## src/rtl/mii_rx_frame_receiver.sv

```systemverilog
// MII nibble-to-byte receiver: strips preamble/SFD, checks FCS/length, drops the FCS, flags bad frames.
// Payload byte out one cycle after the edge that completes the byte 5 positions later; no backpressure.
module mii_rx_frame_receiver #(
   parameter int P_MIN_FRAME_BYTES = 64,
   parameter int P_MAX_FRAME_BYTES = 1518
) (
   input  logic        i_clock,
   input  logic        i_reset_n,
   input  logic [3:0]  i_rx_d,
   input  logic        i_rx_dv,
   input  logic        i_rx_er,
   output logic [7:0]  o_data,
   output logic        o_valid,
   output logic        o_last,
   output logic        o_error,
   output logic [15:0] o_frame_count,
   output logic [15:0] o_error_count
);

   localparam logic [31:0] LP_POLY    = 32'hEDB88320;
   localparam logic [31:0] LP_RESIDUE = 32'hDEBB20E3;
   localparam logic [10:0] LP_MIN     = 11'(P_MIN_FRAME_BYTES);
   localparam logic [10:0] LP_MAX_P1  = 11'(P_MAX_FRAME_BYTES + 1);

   typedef enum logic [1:0] {S_IDLE, S_PREAMBLE, S_DATA, S_DROP} state_t;

   state_t      r_state;
   logic [3:0]  r_low;
   logic        r_half;
   logic [7:0]  r_line [5];
   logic [2:0]  r_fill;
   logic [10:0] r_byte_cnt;
   logic [31:0] r_crc;
   logic        r_er;

   logic [7:0]  w_byte;
   logic [10:0] w_byte_cnt_nxt;
   logic        w_line_full;
   logic        w_bad_end;

   function automatic logic [31:0] f_crc_byte(input logic [31:0] crc, input logic [7:0] b);
      logic [31:0] c;
      c = crc ^ {24'd0, b};
      for (int k = 0; k < 8; k++)
         c = c[0] ? ((c >> 1) ^ LP_POLY) : (c >> 1);
      return c;
   endfunction

   assign w_byte         = {i_rx_d, r_low};
   assign w_byte_cnt_nxt = r_byte_cnt + 11'd1;
   assign w_line_full    = (r_fill == 3'd5);
   // Frames of 4 bytes or fewer never fill the line and are always counted as bad.
   assign w_bad_end      = r_er | r_half | (r_byte_cnt < LP_MIN) | (r_crc != LP_RESIDUE) | ~w_line_full;

   always_ff @(posedge i_clock or negedge i_reset_n) begin
      if (!i_reset_n) begin
         r_state       <= S_IDLE;
         r_low         <= 4'h0;
         r_half        <= 1'b0;
         r_fill        <= 3'd0;
         r_byte_cnt    <= 11'd0;
         r_crc         <= 32'hFFFFFFFF;
         r_er          <= 1'b0;
         for (int i = 0; i < 5; i++)
            r_line[i] <= 8'h00;
         o_data        <= 8'h00;
         o_valid       <= 1'b0;
         o_last        <= 1'b0;
         o_error       <= 1'b0;
         o_frame_count <= 16'd0;
         o_error_count <= 16'd0;
      end else begin
         o_valid <= 1'b0;
         o_last  <= 1'b0;
         o_error <= 1'b0;
         case (r_state)
            S_IDLE: begin
               if (i_rx_dv)
                  r_state <= (i_rx_d == 4'h5) ? S_PREAMBLE : S_DROP;
            end
            S_PREAMBLE: begin
               if (!i_rx_dv) begin
                  r_state <= S_IDLE;
               end else if (i_rx_d == 4'hD) begin
                  r_state    <= S_DATA;
                  r_half     <= 1'b0;
                  r_crc      <= 32'hFFFFFFFF;
                  r_fill     <= 3'd0;
                  r_byte_cnt <= 11'd0;
                  r_er       <= 1'b0;
               end else if (i_rx_d != 4'h5) begin
                  r_state <= S_DROP;
               end
            end
            S_DATA: begin
               if (!i_rx_dv) begin
                  r_state <= S_IDLE;
                  if (w_line_full) begin
                     o_valid <= 1'b1;
                     o_last  <= 1'b1;
                     o_error <= w_bad_end;
                     o_data  <= r_line[4];
                  end
                  if (w_bad_end)
                     o_error_count <= o_error_count + 16'd1;
                  else
                     o_frame_count <= o_frame_count + 16'd1;
               end else begin
                  if (i_rx_er)
                     r_er <= 1'b1;
                  if (!r_half) begin
                     r_low  <= i_rx_d;
                     r_half <= 1'b1;
                  end else begin
                     r_half     <= 1'b0;
                     r_crc      <= f_crc_byte(r_crc, w_byte);
                     r_byte_cnt <= w_byte_cnt_nxt;
                     r_line[0]  <= w_byte;
                     for (int i = 1; i < 5; i++)
                        r_line[i] <= r_line[i-1];
                     if (!w_line_full)
                        r_fill <= r_fill + 3'd1;
                     if (w_line_full) begin
                        o_valid <= 1'b1;
                        o_data  <= r_line[4];
                     end
                     // Oversized: close the frame on the byte that would be emitted anyway.
                     if (w_byte_cnt_nxt == LP_MAX_P1) begin
                        o_last        <= 1'b1;
                        o_error       <= 1'b1;
                        o_error_count <= o_error_count + 16'd1;
                        r_state       <= S_DROP;
                     end
                  end
               end
            end
            S_DROP: begin
               if (!i_rx_dv)
                  r_state <= S_IDLE;
            end
            default: r_state <= S_IDLE;
         endcase
      end
   end

endmodule

```

## config.mk

```make
export PLATFORM = sky130hd
export DESIGN_NAME = mii_rx_frame_receiver
export DESIGN_NICKNAME = d
export VERILOG_FILES = /design/src/rtl/mii_rx_frame_receiver.sv
export SDC_FILE = /design/constraint.sdc
export NUM_CORES = 1
export LEC_CHECK = 0
export CAP_MARGIN = 20
export CORE_MARGIN = 8
export CORE_UTILIZATION = 50
export DETAILED_ROUTE_END_ITERATION = 8
export PLACE_DENSITY_LB_ADDON = 0.2
export RECOVER_POWER = 25
export SYNTH_ARGS = -nofsm -noshare
export SYNTH_HDL_FRONTEND = slang
export SYNTH_SLANG_ARGS = --single-unit
export TNS_END_PERCENT = 20
```

## constraint.sdc

```tcl
create_clock -name i_clock -period 2.91 [get_ports i_clock]
set_input_delay 0.582 -clock i_clock [delete_from_list [all_inputs] [get_ports i_clock]]
set_output_delay 0.582 -clock i_clock [all_outputs]
set_load 0.02 [all_outputs]
```

Yosys cells after proc, flatten, opt, wreduce, memory -nomap -nowiden
Index checks and enable logic that the tools add are counted.

Register bits after elaboration: 137. Input bits: 8. Output and inout port bits: 43.

$add $sub $neg: 4. Order comparisons: 1. Equal/unequal tests: 22. Multiplexer cells: 60. Bitwise gates (word level): 17. Reduce and logical (&&, ||, !) cells: 13.

Operators by type and width (number): $mux W32 (12); $not A13 Y14 (8); $mux W16 (4); $pmux W32 S2 (1); $mux W11 (4); $add A16 B1 Y16 const B (2); $ne A32 B32 Y1 const B (1); $xor A32 B8 Y32 (1); $mux W8 (3); $pmux W11 S2 (1); $mux W2 (9); $mux W1 (17); $ne A2 B2 Y1 const B (8); $mux W3 (5); $reduce_and A5 Y1 (3); $add A11 B1 Y11 const B (1); $eq A11 B11 Y1 const B (1); $lt A11 B7 Y1 const B (1); $reduce_and A3 Y1 (3); $pmux W2 S4 (1); $reduce_and A4 Y1 (2); $ne A3 B3 Y1 const B (2); $pmux W3 S2 (1); $reduce_and A6 Y1 (1); 15 further kinds (25).

Longest topological paths before layout
Gate-level depths: netlist (run 1).

Depth after elaboration: 20. Depth in mapped cells: 10. Mapped depth without buffers: 9.

Worst setup path after synthesis (run 1)
OpenSTA, ideal clock, no wires.

Path type: in2reg. Start point: input port i_rx_dv. End point: register o_frame_count[7]. Arrival: 2205 ps. Setup slack: 576 ps. Cell stages on the path: 9. Path through: buf_4 and4bb_1 nand4_1 nor4_4 and4_1 and2_1 buf_4 nand4_1 xnor2_1.

Cells in the longest elaborated chain, start to end: 2.

Ends and longest elaborated chain: from (decl) (line 10) `input logic i_rx_dv,`; $not A1 Y1 (no line); $reduce_and A3 Y1 (no line); to (signal assigned) (line 107) `o_frame_count <= o_frame_count + 16'd1;`; to (decl) (line 16) `output logic [15:0] o_frame_count,`.

Every way passes these cells. A chain may end at the register's enable or synchronous reset.

Worst setup path in the final report (run 1)
Start point: register r_byte_cnt[0]. End point: register o_error_count[1].

Cells in the longest elaborated chain, start to end: 6.

Ends and longest elaborated chain: from (decl) (line 32) `logic [10:0] r_byte_cnt;`; from (signal assigned) (line 117) `r_byte_cnt <= w_byte_cnt_nxt;`; branches (longest 5 deep; another with $add A11 B1 Y11); $reduce_and A4 Y1 (no line) *; to (signal assigned) (line 105) `o_error_count <= o_error_count + 16'd1;`; to (signal assigned) (line 131) `o_error_count <= o_error_count + 16'd1;`; to (decl) (line 17) `output logic [15:0] o_error_count`.

Every way passes the cells marked *.

==> results.ini, run 1 <==
[status]
status=completed

[routing]
wirelength_um=14100
ant_nets=0
drtIter0Drc=373
viasPerCell=5.31
vias=4770
drcViolationCount=0
post_drt_wl_per_cell_um=15.6
firstDrtPassIters=4

[cts]
cts_hold_buf=0
cts_tree=yes
post_cts_resized=0
post_cts_buffers=0
root_buffer=clkbuf_16
cts_made_buffers=17
clkTransAtPathRegs_ns=0.06
clkLatencyLatePin_ns=0.42
cts_sinks=137
clockBufferDepth=2
htree_levels=4

[synthesis]
ys_warn_count=0
muxShareOfSynthArea_pct=2.54
synth_nets=664
async_flop_share_pct=100
synth_cells=650
ys_seq_elements=137
synth_top_area_share_pct=39.6
synth_compound_area_share_pct=6.37
synth_top_family_by_area=simple AND/OR/NAND/NOR gates
syn_avg_cell_area_sq_um=10.2
synthXorXnorAreaFrac_pct=15.1
ys_seq_area_share_pct=52.2
synth_edf_count=0
ys_top_cells_by_count=nand2_1 (155), dfrtp_1 (105), xnor2_1 (53)
synth_fa_ha_area_share_pct=1.13
synthFlopType=dfrtp_1
yosys-top-cells-area=dfrtp_1 (40%), dfstp_2 (13%), nand2_1 (8.8%)
synth_most_common_cell=nand2_1
synthSimpleGateAreaFrac_pct=20.1
yosys.area.top_type=dfrtp_1
synthesis.area_sq_um=6640
ys_types=56

[cells_and_area]
final_cell_area_sq_um=8020
drive_above_1_share_pct=16.9
nFillCells=1097
nets=724
fin_util_pct=61.3
syn_to_final_growth_pct=20.8
antenna_cells=0
final_cells=899

[pwr]
power_frac_comb_pct=41.7
ir_worst_vdd_uv=1220
power_density_nw_per_um2=1120
p_leak_nw=3.63
pwr-share-seq_pct=34.6
swShare_pct=36.1
power.switching_mw=3.24
clockPowerShare_pct=23.7
internal_power_mw=5.74
finalPower_mw=8.98

[placed_design]
dp_worst_setup_slack_ns=0.141
place_area_sq_um=7450
place_congestion=0.850
dp_hpwl_um=9460
io_buffer_count=50
numPlacedInstances=867

[floorplanning]
fp.dieW_um=131
ioPinCount=51
start_util_pct=50.8
core_area_sq_um=13100
dieArea_sq_um=17200
dieHeight_um=131
rows=42

[worst_setup_path]
worst-r2r-setup-slack_ns=0.22
crit_arrival_ns=3.00
cp_num_buf_inv=0
r2r-start=r_byte_cnt[0]$_DFFE_PN0P_
max_stage_delay_ns=0.51
endpoint_kind=flip-flop
crit_top_cell=mux2_2
cp_slowest_cell=a22oi_2
cp_max_fo=11
cp.required_ns=3.22
cp-start-kind=flip-flop
cp_cell_sequence=ha_2 > a21oi_1 > mux2_2 > a41oi_1 > nor4_2 > a22oi_2 > nor2_1 > mux2_2
critPathKind=reg -> reg
startpoint=r_byte_cnt[0]$_DFFE_PN0P_
cp_top_family=compound AO/OA/AOI/OAI gates

[timing]
clock_skew_ns=0.00673
final_max_slew_viol_count=0
fmax_mhz=372
hold_viol_final=0
timing.final.crit_share_pct=92.4
relSlewSlack_pct=15.1
final.min_clock_period_ns=2.69
hold_slack_ns=0.434
fin_tns_setup_ns=0
setup_ws_ns=0.222
finalSetupViolCount=0
worst_slew_pin_slew_ns=1.27
grt_setup_unrepaired=no

[grt]
globalRouteOverflowTotal=0
grtUsageTotal_pct=17.1
grt_pass1_wl_um=24100
antenna_found_initial=0
grt_max_degree=68
grt_pass1_vias=4865

[flow_run]
cap_violations=0

[hold_path]
hold_path_class=in -> async

[worst register-to-register path, cell delays in order, from the launching register on]
cell and delay [ns]:
dfrtp_1 0.46, ha_2 0.34, a21oi_1 0.07, mux2_2 0.27
a41oi_1 0.35, nor4_2 0.09, a22oi_2 0.51, nor2_1 0.19
mux2_2 0.31
[power by group through the flow]
stage               Clock [mW]  Sequential [mW]  Combinational, mW
global placement             0             3.11               3.69
CTS                       2.17             3.10               3.77
floorplan                    0             3.03               2.89
finish                    2.13             3.11               3.75
global route              2.25             3.19               4.12
detailed placement           0             3.13               3.69
[layer usage]
metal  vias to the layer above  global-route usage [%]  part of all wire [%]
met3                        20                    4.54                   3.3
met2                        72                    28.2                    50
met5                         -                       0                     0
met1                      2385                    21.1                    45
met4                         0                    6.51                   1.8
li1                       2293                       -                     -
[cells in the final DEF (no fill, tap or decap), drive strengths merged, types with 16 or more instances in the layout]
master,instances
xnor2,59
clkdlybuf4s50,49
nor2,47
nand3,18
dfstp,32
o21ai,16
xor2,44
nand2,155
dfrtp,105
a21oi,34
buf,20
clkbuf,24
[cell type report]
| cell class | count | area, sq um | share of cell area, % |
|---|---|---|---|
| clock inverters | 10 | 118 | 1.47 |
| flip-flops and latches | 137 | 3470 | 43.2 |
| repair buffers | 71 | 701 | 8.73 |
| clock buffers | 22 | 474 | 5.91 |
| multi-input cells | 477 | 3020 | 37.6 |
| inverters | 6 | 22.5 | 0.281 |
| well taps | 176 | 220 | 2.75 |
[registers in the layout, indices dropped and copies added, names as in the netlist]
signal,count
r_line,40
r_crc,32
o_error_count,16
o_frame_count,16
r_byte_cnt,11
o_data,8
r_low,4
r_fill,3
r_state,2
o_error,1
o_last,1
o_valid,1
r_er,1
r_half,1
[final timing paths]
kind | end | cells past startpoint
worst min register to register | r_line[2]$_DFFE_PN0P_ | 2
worst min-delay path | o_valid$_DFF_PN0_ | 1
max in group asynchronous | r_line[38]$_DFFE_PN0P_ | 2
worst max register to register | o_error_count[1]$_DFFE_PN0P_ | 8
worst max-delay path | o_error_count[1]$_DFFE_PN0P_ | 8
min in group i_clock | r_line[2]$_DFFE_PN0P_ | 2
[cell families after synthesis]
| logic type | after synthesis |
|---|---|
| multiplexers | 15 |
| AO/OA/AOI/OAI | 70 |
| flip-flops | 137 |
| AND/OR/NAND/NOR | 283 |
| XOR/XNOR | 103 |
| adder cells (fa/ha/maj) | 6 |
| buffers and inverters | 36 |
No activity file was read; power rests on OpenSTA's default activity.
==> run 2, diff against run 1 <==
--- a/config.mk
+++ b/config.mk
@@ -9,6 +9,7 @@
 export CORE_MARGIN = 8
 export CORE_UTILIZATION = 50
 export DETAILED_ROUTE_END_ITERATION = 8
+export GPL_ROUTABILITY_DRIVEN = 0
 export PLACE_DENSITY_LB_ADDON = 0.2
 export RECOVER_POWER = 25
 export SYNTH_ARGS = -nofsm -noshare
==> results of run 2 <==
Final layout, timing and power as in run 1 (identical DEF).
==> run 3, diff against run 2 <==
--- a/config.mk
+++ b/config.mk
@@ -5,7 +5,6 @@
 export SDC_FILE = /design/constraint.sdc
 export NUM_CORES = 1
 export LEC_CHECK = 0
-export CAP_MARGIN = 20
 export CORE_MARGIN = 8
 export CORE_UTILIZATION = 50
 export DETAILED_ROUTE_END_ITERATION = 8
==> results of run 3 <==
Final layout, timing and power as in run 1 (identical DEF).
